## config.mk

```make
export PLATFORM = sky130hd
export DESIGN_NAME = dsp_spi_link
export DESIGN_NICKNAME = d
export VERILOG_FILES = /design/src/rtl/dsp_spi_link.sv
export SDC_FILE = /design/constraint.sdc
export NUM_CORES = 1
export LEC_CHECK = 0
export CAP_MARGIN = 0
export CORE_ASPECT_RATIO = 0.8
export CORE_UTILIZATION = 54
export DETAILED_ROUTE_END_ITERATION = 16
export HOLD_SLACK_MARGIN = 0.03
export PLACE_DENSITY = 0.81
export SYNTH_ARGS = -nofsm -noshare
export SYNTH_HDL_FRONTEND = slang
export SYNTH_SLANG_ARGS = --single-unit
```

## constraint.sdc

```tcl
create_clock -name clk_in -period 4.08 [get_ports clk_in]
set_clock_uncertainty 0.05 [all_clocks]
set_input_delay 1.02 -clock clk_in [delete_from_list [all_inputs] [get_ports clk_in]]
set_output_delay 1.02 -clock clk_in [all_outputs]
set_load 0.03 [all_outputs]
```

## src/rtl/dsp_spi_link.sv

```systemverilog
// dsp_spi_link: SPI slave (mode 0, MSB first) that lets the DSP trigger an
// encoder read and shift out a coherent snapshot of the latest decoded frame.
//
// Ports:
//   clk_in         system clock (30 MHz)
//   sys_rst        synchronous active-high reset
//   rx_data        latest decoded encoder data (64 bits)
//   time_interval  interval value accompanying rx_data
//   read_begin     one-cycle pulse requesting a new encoder read
//   spi_cs_n       DSP chip select, active low, asynchronous
//   spi_sck        DSP SPI clock, asynchronous
//   spi_mosi       DSP -> FPGA serial data
//   spi_miso       FPGA -> DSP serial data
//   spi_miso_oe    pad enable for spi_miso, high while CS is active
//   frame_done     one-cycle pulse after the last data bit has been shifted
//   cmd_err_cnt    saturating count of unknown command bytes
module dsp_spi_link #(
    parameter logic [7:0]  CMD_READ_BEGIN = 8'h01,
    parameter logic [7:0]  CMD_READ_DATA  = 8'h02,
    parameter int unsigned SYNC_STAGES    = 2
) (
    input  logic        clk_in,
    input  logic        sys_rst,
    input  logic [63:0] rx_data,
    input  logic [7:0]  time_interval,
    output logic        read_begin,
    input  logic        spi_cs_n,
    input  logic        spi_sck,
    input  logic        spi_mosi,
    output logic        spi_miso,
    output logic        spi_miso_oe,
    output logic        frame_done,
    output logic [7:0]  cmd_err_cnt
);

    typedef enum logic [1:0] {StIdle, StCmd, StData, StIgnore} state_e;

    logic [SYNC_STAGES-1:0] cs_sync;
    logic [SYNC_STAGES-1:0] sck_sync;
    logic [SYNC_STAGES-1:0] mosi_sync;
    logic                   cs_dly;
    logic                   sck_dly;

    logic cs_s, sck_s, mosi_s;
    logic rise_sck, fall_sck, fall_cs, rise_cs;

    state_e      state;
    logic [7:0]  cmd_sr;
    logic [7:0]  cmd_next;
    logic [79:0] shadow;
    logic [6:0]  bit_cnt;
    logic [7:0]  chk;

    // Input synchronisers plus one delay flop for edge detection.
    always_ff @(posedge clk_in) begin
        if (sys_rst) begin
            cs_sync   <= '1;
            sck_sync  <= '0;
            mosi_sync <= '0;
            cs_dly    <= 1'b1;
            sck_dly   <= 1'b0;
        end else begin
            cs_sync   <= {cs_sync[SYNC_STAGES-2:0], spi_cs_n};
            sck_sync  <= {sck_sync[SYNC_STAGES-2:0], spi_sck};
            mosi_sync <= {mosi_sync[SYNC_STAGES-2:0], spi_mosi};
            cs_dly    <= cs_sync[SYNC_STAGES-1];
            sck_dly   <= sck_sync[SYNC_STAGES-1];
        end
    end

    assign cs_s   = cs_sync[SYNC_STAGES-1];
    assign sck_s  = sck_sync[SYNC_STAGES-1];
    assign mosi_s = mosi_sync[SYNC_STAGES-1];

    // SCK edges only count while the synchronised select is active.
    assign rise_sck = ~cs_s & sck_s & ~sck_dly;
    assign fall_sck = ~cs_s & ~sck_s & sck_dly;
    assign fall_cs  = ~cs_s & cs_dly;
    assign rise_cs  = cs_s & ~cs_dly;

    assign cmd_next = {cmd_sr[6:0], mosi_s};

    always_comb begin
        chk = time_interval;
        for (int i = 0; i < 8; i++) begin
            chk = chk ^ rx_data[8*i +: 8];
        end
    end

    always_ff @(posedge clk_in) begin
        if (sys_rst) begin
            state       <= StIdle;
            read_begin  <= 1'b0;
            frame_done  <= 1'b0;
            spi_miso    <= 1'b0;
            spi_miso_oe <= 1'b0;
            cmd_err_cnt <= 8'd0;
            cmd_sr      <= 8'd0;
            shadow      <= 80'd0;
            bit_cnt     <= 7'd0;
        end else begin
            read_begin  <= 1'b0;
            frame_done  <= 1'b0;
            spi_miso_oe <= ~cs_s;
            // Deselect overrides everything, including a completing command byte.
            if (rise_cs) begin
                state    <= StIdle;
                spi_miso <= 1'b0;
                bit_cnt  <= 7'd0;
            end else begin
                case (state)
                    StIdle: begin
                        spi_miso <= 1'b0;
                        if (fall_cs) begin
                            state   <= StCmd;
                            bit_cnt <= 7'd0;
                        end
                    end
                    StCmd: begin
                        spi_miso <= 1'b0;
                        if (rise_sck) begin
                            cmd_sr  <= cmd_next;
                            bit_cnt <= bit_cnt + 7'd1;
                            if (bit_cnt == 7'd7) begin
                                if (cmd_next == CMD_READ_BEGIN) begin
                                    read_begin <= 1'b1;
                                    state      <= StIgnore;
                                end else if (cmd_next == CMD_READ_DATA) begin
                                    shadow  <= {rx_data, time_interval, chk};
                                    bit_cnt <= 7'd0;
                                    state   <= StData;
                                end else begin
                                    if (cmd_err_cnt != 8'hFF) begin
                                        cmd_err_cnt <= cmd_err_cnt + 8'd1;
                                    end
                                    state <= StIgnore;
                                end
                            end
                        end
                    end
                    StData: begin
                        if (fall_sck) begin
                            if (bit_cnt == 7'd80) begin
                                spi_miso   <= 1'b0;
                                frame_done <= 1'b1;
                                state      <= StIgnore;
                            end else begin
                                spi_miso <= shadow[79];
                                shadow   <= {shadow[78:0], 1'b0};
                                bit_cnt  <= bit_cnt + 7'd1;
                            end
                        end
                    end
                    StIgnore: begin
                        spi_miso <= 1'b0;
                    end
                    default: begin
                        state    <= StIdle;
                        spi_miso <= 1'b0;
                    end
                endcase
            end
        end
    end

endmodule
```

# Yosys cells after proc, flatten, opt, wreduce, memory -nomap -nowiden
# Cells that the tools add are included.
# totals
memories	0
out_inout_bits	12
regBits	116
latch_bits	0
rom_bits	0
mem_bits_rw	0
# classes
eq_ne	16
reduce_logical	12
n_shift	0
bitwise_logic	26
div	0
mux	28
n_lt_le_gt_ge	0
n_mul	0
n_addsub	2
# ops
op	n
two-way mux 80 bit	6
one-hot mux 80 bit (2 select lines)	1
XOR 8 bit	8
two-way mux 7 bit	7
one-hot mux 7 bit (3 select lines)	1
inequality test 2 bit (second input constant)	8
NOT 1 bit	12
two-way mux 2 bit	5
adder 8 x 1 -> 8 bit (second input constant)	1
equality test 8 x 1 -> 1 bit (second input constant)	1
equality test 8 x 2 -> 1 bit (second input constant)	1
inequality test 8 bit (second input constant)	1
AND reduction 8 bit	1
adder 7 x 1 -> 7 bit (second input constant)	1
equality test 7 x 3 -> 1 bit (second input constant)	1
equality test 7 bit (second input constant)	1
AND reduction 7 bit	1
bitwise AND 1 bit	6
two-way mux 1 bit	6
one-hot mux 2 bit (3 select lines)	1
AND reduction 6 bit	1
AND reduction 5 bit	1
OR reduction 5 bit	1
equality test 2 bit (second input constant)	2
9 further kinds	9

# Longest topological paths before layout
# Gate-level depths: netlist of run 1.
# depth
ltp_word	13
ltp_mapped	11
depth_no_buf	7

# Least setup slack after synthesis of run 1
# OpenSTA, ideal clock, no wires.
# synth_timing
path_kind	register -> register
start	register state[0]
end	register shadow[74]
path_buffers	4
arrival_time_ns	2.036
stages_incl_launch_ff	12
path_slack_ns	1.914
cell_sequence	dfxtp_1 inv_1 ha_1 inv_1 or3_4 o211a_1 buf_2 and2_1 buf_6 buf_6 buf_6 a211oi_2
# synth_via
elab_chain_len	3
elab_cells_between_ends	11
classes_between	eq/ne: 8; mux: 1; reduce/logical: 2
# synth_lines
element	line	text
start: declaration	47	state_e state;
start signal: assignment	92	state <= StIdle;
start signal: assignment	107	state <= StIdle;
start signal: assignment	115	state <= StCmd;
equality test 2 bit or equality test 2 x 1 -> 1 bit (tied branches)	111	case (state)
inequality test 2 bit (no source line) or nonzero test 2 bit (tied branches)	-	
AND reduction 8 bit (no source line)	-	
end signal: assignment	129	shadow <= {rx_data, time_interval, chk};
end signal: assignment	149	shadow <= {shadow[78:0], 1'b0};
end: declaration	50	logic [79:0] shadow;
# Several ways; a longest one is shown, not always the timed one.
# A chain may end at the register's enable or synchronous reset.

# Worst setup path in the final report of run 1
# layout_timing
start	register state[0]
end	register shadow[1]
# Same word-level chain as after synthesis.

==> qor.csv, run 1 <==
stage;metric;value;unit
logic_synthesis;synthTopCellsByArea;dfxtp_1, mux2i_1, a211oi_1;
drt;drc;0;
grt;grt_max_degree;83;
sta;tns;0;ns
finish;fin_cells;831;
drt;ant_nets;0;
finish;num-fill-cells;805;
clock_tree;cts_sinks;116;
die;dieArea;11400;um2
finish;drive_gt1_share;8.54;%
sta;fin_crit;3.31;ns
min_path;hp-class;flop to flop;
logic_synthesis;synth.top_cell.area_share;39.0;%
sta;maxSlewViolCount;0;
drt;num_vias;5051;
clock_tree;cts_resized;0;
outcome;status;completed;
clock_tree;tritoncts;yes;
place;placedCellCount;801;
setup_path;cp-end-kind;flop;
die;rows;33;
setup_path;crit_fanout;52;
clock_tree;clk_pin_slew;0.05;ns
logic_synthesis;yosysTopAreaCell;dfxtp_1;
setup_path;cp_top_family;simple AND/OR/NAND/NOR gates;
logic_synthesis;synth_cell_types;51;
place;io_buffers;88;
finish;syn_to_final_growth;25.4;%
grt;grt_pass1_vias;4952;
setup_path;cp_slowest_cell;and2_2;
pwr;p_leak;2.53;nW
pwr;max-vdd-ir-drop;0.685;mV
drt;drtIter0Drc;490;
setup_path;worst_ep_required_time;4.33;ns
logic_synthesis;synth-seq-cells;116;
sta;fin_crit_sh;81.1;%
drt;wl;15700;um
logic_synthesis;yosys_warnings;0;
die;core;10500;um2
min_path;worstHoldStart;cs_sync[0]$_SDFF_PP1_;
setup_path;critical_path_class;flop to flop;
finish;fin_nets;765;
drt;avgViaCountPerCell;6.08;
logic_synthesis;synth_nets;704;
grt;antenna_found_initial;0;
die;initial_utilization;56.7;%
clock_tree;post-cts-setup-buffer-count;0;
clock_tree;clockBufferDepth;2;
die;die_y;95.9;um
place;place_congestion;0.907;
sta;worstMarginPinSlew;1.06;ns
clock_tree;ctsHoldBuffers;0;
die;chipWidth;119;um
clock_tree;root_buffer;clkbuf_16;
sta;finalHoldViolCount;0;
logic_synthesis;synth_edf_count;0;
logic_synthesis;async_reset_ff_share;0;%
setup_path;worst_ep_arrival_time;3.56;ns
drt;drt_first_pass_iters;5;
setup_path;start_kind;flop;
logic_synthesis;synthCells;619;
drt;wl_per_cell;18.9;um
finish;multi_input_area;3380;um2
setup_path;max_stage_delay;0.53;ns
finish;antennaDiodeCount;0;
setup_path;path_cells;inv_1, ha_4, inv_1, or3_4, o211a_2, and2_2, buf_4, a311oi_1;
logic_synthesis;ys_seq_area_share;39.0;%
sta;setup_viol;0;
die;io_pins;89;
grt;grt_usage;28.1;%
setup_path;cp_common_cell;inv_1;
clock_tree;h-tree-depth;4;
finish;layout.area.seq;2320;um2
setup_path;cp-startpoint;state[0]$_SDFFE_PP0P_;
place;post-dp-hpwl;10100;um
logic_synthesis;ys.flop_type;dfxtp_1;
setup_path;reg2reg_from;state[0]$_SDFFE_PP0P_;
grt;grt_first_pass_wirelength;24900;um
logic_synthesis;syn_area;5950;um2
pwr;p_per_area;719;nW/um2
sta;fmax;0.302;GHz
logic_synthesis;syn_area_per_cell;9.61;um2
clock_tree;clkLatencyLatePin;0.41;ns
job;drv_cap;0;
sta;rsz0062_at_grt;false;
grt;overflow;0;
sta;relSlewSlack;29.5;%
clock_tree;cts_buffers;17;
setup_path;critPathBufInv;3;
[where the power goes]
| group | switching, mW | total [mW] | internal [mW] |
|---|---|---|---|
| combinational | 1.22 | 2.03 | 0.809 |
| clock | 0.510 | 1.54 | 1.03 |
| sequential | 0.240 | 1.79 | 1.55 |
[layer usage]
layer | vias up | global-route usage, % | routed length [um]
li1 | 2394 | - | -
met1 | 2475 | 38.4 | 7490
met2 | 167 | 45.1 | 7250
met3 | 15 | 4.68 | 834
met4 | 0 | 10.2 | 159
met5 | - | 0 | 0
[metrics by stage]
stage | hold WS [ns] | util, % | total power [mW] | area, um2 | worst slack (ns)
after CTS | 0.387 | 71.1 | 5.33 | 7460 | 0.816
final | 0.395 | 71.1 | 5.36 | 7460 | 0.771
after global placement | 0.361 | 65.2 | 3.67 | 6840 | 0.993
after detailed placement | 0.354 | 65.2 | 3.77 | 6840 | 0.845
after global routing | 0.404 | 71.1 | 5.65 | 7460 | 0.565
after floorplan | 0.339 | - | 3.33 | 5950 | 1.91
[cell usage in the layout, fill, tap and decap left out, types with 3 or more instances in the layout]
cell type	netlist	layout
bufinv_16	0	3
dfxtp_1	116	116
nand4_1	4	4
buf_4	0	7
ha_1	8	7
nor2b_1	7	7
nand2b_1	4	4
clkbuf_16	0	17
inv_1	10	10
xnor3_1	8	8
clkbuf_8	0	5
nand3_1	14	14
a211oi_2	10	10
clkdlybuf4s50_1	0	87
a311oi_1	7	7
a31oi_1	3	3
nor2_1	21	21
nand2_1	24	24
mux2i_1	81	81
or3_1	4	4
xor2_1	12	12
xnor2_1	40	40
a21oi_1	92	92
a211oi_1	62	62
[logic make-up (layout without fill, tap and decap cells)]
logic type | after synthesis | in the layout | share of synthesized area [%]
AO/OA/AOI/OAI | 191 | 191 | 21.4
multiplexers | 81 | 81 | 13.6
flip-flops | 116 | 116 | 39.0
AND/OR/NAND/NOR | 101 | 101 | 9.03
adder cells (fa/ha/maj) | 8 | 8 | 1.68
buffers and inverters | 62 | 134 | 4.50
XOR/XNOR | 60 | 60 | 10.7
[cell type report]
class                   count  share of cell area (%)
clock buffers              22                    6.63
clock inverters             8                    1.66
inverters                  10                   0.503
multi-input cells         441                    45.3
flip-flops and latches    116                    31.1
well taps                 140                    2.35
repair buffers             94                    12.4
[final timing paths]
path | endpoint | slack (ns) | cells past startpoint
worst max-delay path | shadow[1]$_SDFFE_PP0P_ | 0.77 | 8
worst min-delay path | cs_sync[1]$_SDFF_PP1_ | 0.40 | 1
worst max register to register | shadow[1]$_SDFFE_PP0P_ | 0.77 | 8
worst min register to register | cs_sync[1]$_SDFF_PP1_ | 0.40 | 1
[flip-flops by register name, summed over array words and instances (netlist names)]
| signal | flops |
|---|---|
| state | 2 |
| spi_miso | 1 |
| mosi_sync | 2 |
| frame_done | 1 |
| spi_miso_oe | 1 |
| cs_dly | 1 |
| bit_cnt | 7 |
| cmd_err_cnt | 8 |
| shadow | 80 |
| sck_sync | 2 |
| cmd_sr | 7 |
| sck_dly | 1 |
| read_begin | 1 |
| cs_sync | 2 |
[synthesized netlist by cell type, types with 5 or more instances]
cell	count
a211oi_1	62
a211oi_2	10
a21oi_1	92
a311oi_1	7
buf_1	5
buf_2	10
clkbuf_1	34
dfxtp_1	116
ha_1	8
inv_1	10
mux2i_1	81
nand2_1	24
nand3_1	14
nor2_1	21
nor2b_1	7
xnor2_1	40
xnor3_1	8
xor2_1	12
Power figures use the tool's default switching activity.
==> run 2, diff against run 1 <==
==> constraint.sdc (replaced) <==
create_clock -name clk_in -period 3.2 [get_ports clk_in]
set_clock_uncertainty 0.05 [all_clocks]
set_input_delay 0.8 -clock clk_in [delete_from_list [all_inputs] [get_ports clk_in]]
set_output_delay 0.8 -clock clk_in [all_outputs]
set_load 0.03 [all_outputs]
==> qor.csv, run 2 (same netlist as run 1, synthesis figures left out) <==
stage;metric;value;unit
outcome;status;completed;
finish;antennaDiodeCount;0;
drt;drtIter0Drc;499;
pwr;p_int;4.21;mW
sta;setup_viol;0;
finish;num-fill-cells;798;
finish;multi_input_area;3390;um2
sta;fin_crit_sh;88.3;%
setup_path;timing.rr.end;shadow[22]$_SDFFE_PP0P_;
place;placedCellCount;804;
sta;worstMarginPinSlew;0.774;ns
clock_tree;root_buffer;clkbuf_16;
finish;finish.utilization;71.1;%
sta;finalHoldViolCount;0;
drt;drt_first_pass_iters;5;
drt;wl_per_cell;17.9;um
die;dieArea;11400;um2
drt;drc;0;
min_path;hold_end;cs_sync[1]$_SDFF_PP1_;
setup_path;crit_fanout;55;
setup_path;reg2reg_from;bit_cnt[1]$_SDFFE_PP0P_;
clock_tree;tritoncts;yes;
place;post-dp-hpwl;9600;um
place;place_congestion;0.826;
grt;overflow;0;
drt;top_layer;met4;
clock_tree;h-tree-depth;4;
finish;drive_gt1_share;8.63;%
finish;fin_nets;768;
sta;maxSlewViolCount;0;
die;initial_utilization;56.7;%
pwr;p_clk_share;26.9;%
sta;fmax;0.354;GHz
grt;grt_pass1_vias;4708;
pwr;power_frac_comb;39.1;%
finish;layout_commonest_cell;dfxtp_1;
sta;fin_crit;2.82;ns
clock_tree;clockBufferDepth;2;
pwr;p_leak;2.52;nW
finish;syn_to_final_growth;25.4;%
die;core;10500;um2
clock_tree;cts_buffers;17;
place;io_buffers;88;
drt;met1Wirelength;7300;um
finish;layout.area.seq;2320;um2
die;rows;33;
sta;tns;0;ns
setup_path;worst-r2r-setup-slack;0.38;ns
finish;layout_common_cells;dfxtp_1, a21oi_1, clkdlybuf4s50_1;
grt;grt_max_degree;82;
sta;rsz0062_at_grt;false;
die;chipWidth;119;um
die;die_y;95.9;um
min_path;holdPathStages;1;
pwr;max-vdd-ir-drop;0.705;mV
drt;ant_nets;0;
drt;route.met2.wl;6500;um
job;drv_cap;0;
die;io_pins;89;
sta;relSlewSlack;48.4;%
setup_path;start_kind;flop;
drt;wl;15000;um
grt;grt_first_pass_wirelength;23900;um
pwr;p_per_area;897;nW/um2
min_path;worstHoldStart;cs_sync[0]$_SDFF_PP1_;
clock_tree;cts_sinks;116;
finish;largest_register;shadow;
finish;largest_reg_flops;80;
finish;reg.largest.list;shadow x80, cmd_err_cnt x8;
setup_path;worst_ep_required_time;3.44;ns
min_path;hp-class;flop to flop;
setup_path;worst_ep_arrival_time;3.07;ns
clock_tree;clkLatencyLatePin;0.41;ns
pwr;pwr-share-seq;34.0;%
pwr;switching_share;37.1;%
clock_tree;clk_pin_slew;0.06;ns
drt;avgViaCountPerCell;6.02;
finish;fin_cells;835;
grt;antenna_found_initial;0;
pwr;p_sw;2.48;mW
setup_path;critical_path_class;flop to flop;
setup_path;cp-end-kind;flop;
drt;num_vias;5024;
setup_path;reg2regPathDepth;7;
grt;grt_usage;27.0;%
drt;wl_met3;930;um
run 2: cell types whose count changed in the layout (fill, tap and decap cells not counted), sizes merged:
cell    before  now
buf          7   10
clkbuf      22   21
clkinv       3    6
bufinv       3    2
run 2: per-layer routing:
metal  global-route usage (%)  up-vias
met5                        0        -
met4                     9.90        0
met3                     5.27       22
met2                     41.7      177
met1                     37.6     2415
li1                         -     2410
run 2: critical path: stages (launching register included):
cell	delay, ns
dfxtp_1	0.38
ha_1	0.23
nand4bb_1	0.20
nor4_1	0.49
o211a_4	0.46
buf_6	0.42
a21oi_1	0.14
a211oi_1	0.32
run 2: worst max path at each step:
stage                                        from  slack, ns                      end  depth (start not counted)
after floorplan             state[0]$_SDFFE_PP0P_       1.03  shadow[74]$_SDFFE_PP0P_                         11
after global placement    bit_cnt[0]$_SDFFE_PP0P_       0.37   shadow[6]$_SDFFE_PP0P_                          7
after detailed placement  bit_cnt[0]$_SDFFE_PP0P_       0.28   shadow[6]$_SDFFE_PP0P_                          7
after CTS                 bit_cnt[1]$_SDFFE_PP0P_       0.12  shadow[22]$_SDFFE_PP0P_                          7
after global routing      bit_cnt[0]$_SDFFE_PP0P_       0.12  shadow[22]$_SDFFE_PP0P_                          7
final                     bit_cnt[1]$_SDFFE_PP0P_       0.38  shadow[22]$_SDFFE_PP0P_                          7
run 2: timing repair:
action | 4_1_cts | 5_1_grt
hold buffers | 0 | 0
endpoints found under the setup margin | 0 | 51
resized for setup | 0 | 2
setup buffers | 0 | 0
run 2: final cells by class:
type	count	area share (%)
clock buffer	21	6.04
tap	140	2.35
timing repair buffer	97	13.1
sequential	116	31.1
multi-input combinational	441	45.4
clock inverter	10	1.46
inverter	10	0.503
run 2: power groups by stage:
stage | registers (mW) | logic [mW] | clock network, mW
final | 2.27 | 2.62 | 1.80
after global routing | 2.32 | 2.86 | 1.89
after CTS | 2.26 | 2.57 | 1.82
after detailed placement | 2.28 | 2.55 | 0
after global placement | 2.25 | 2.45 | 0
after floorplan | 2.20 | 2.05 | 0
run 2: metrics by stage:
stage	total power [mW]	setup slack (ns)	instance area [um2]	hold slack (ns)
2_1_floorplan	4.25	1.03	5950	0.339
3_3_place_gp	4.71	0.373	6890	0.348
3_5_place_dp	4.82	0.276	6890	0.360
4_1_cts	6.65	0.115	7450	0.377
5_1_grt	7.08	0.120	7460	0.390
6_report	6.69	0.375	7460	0.367
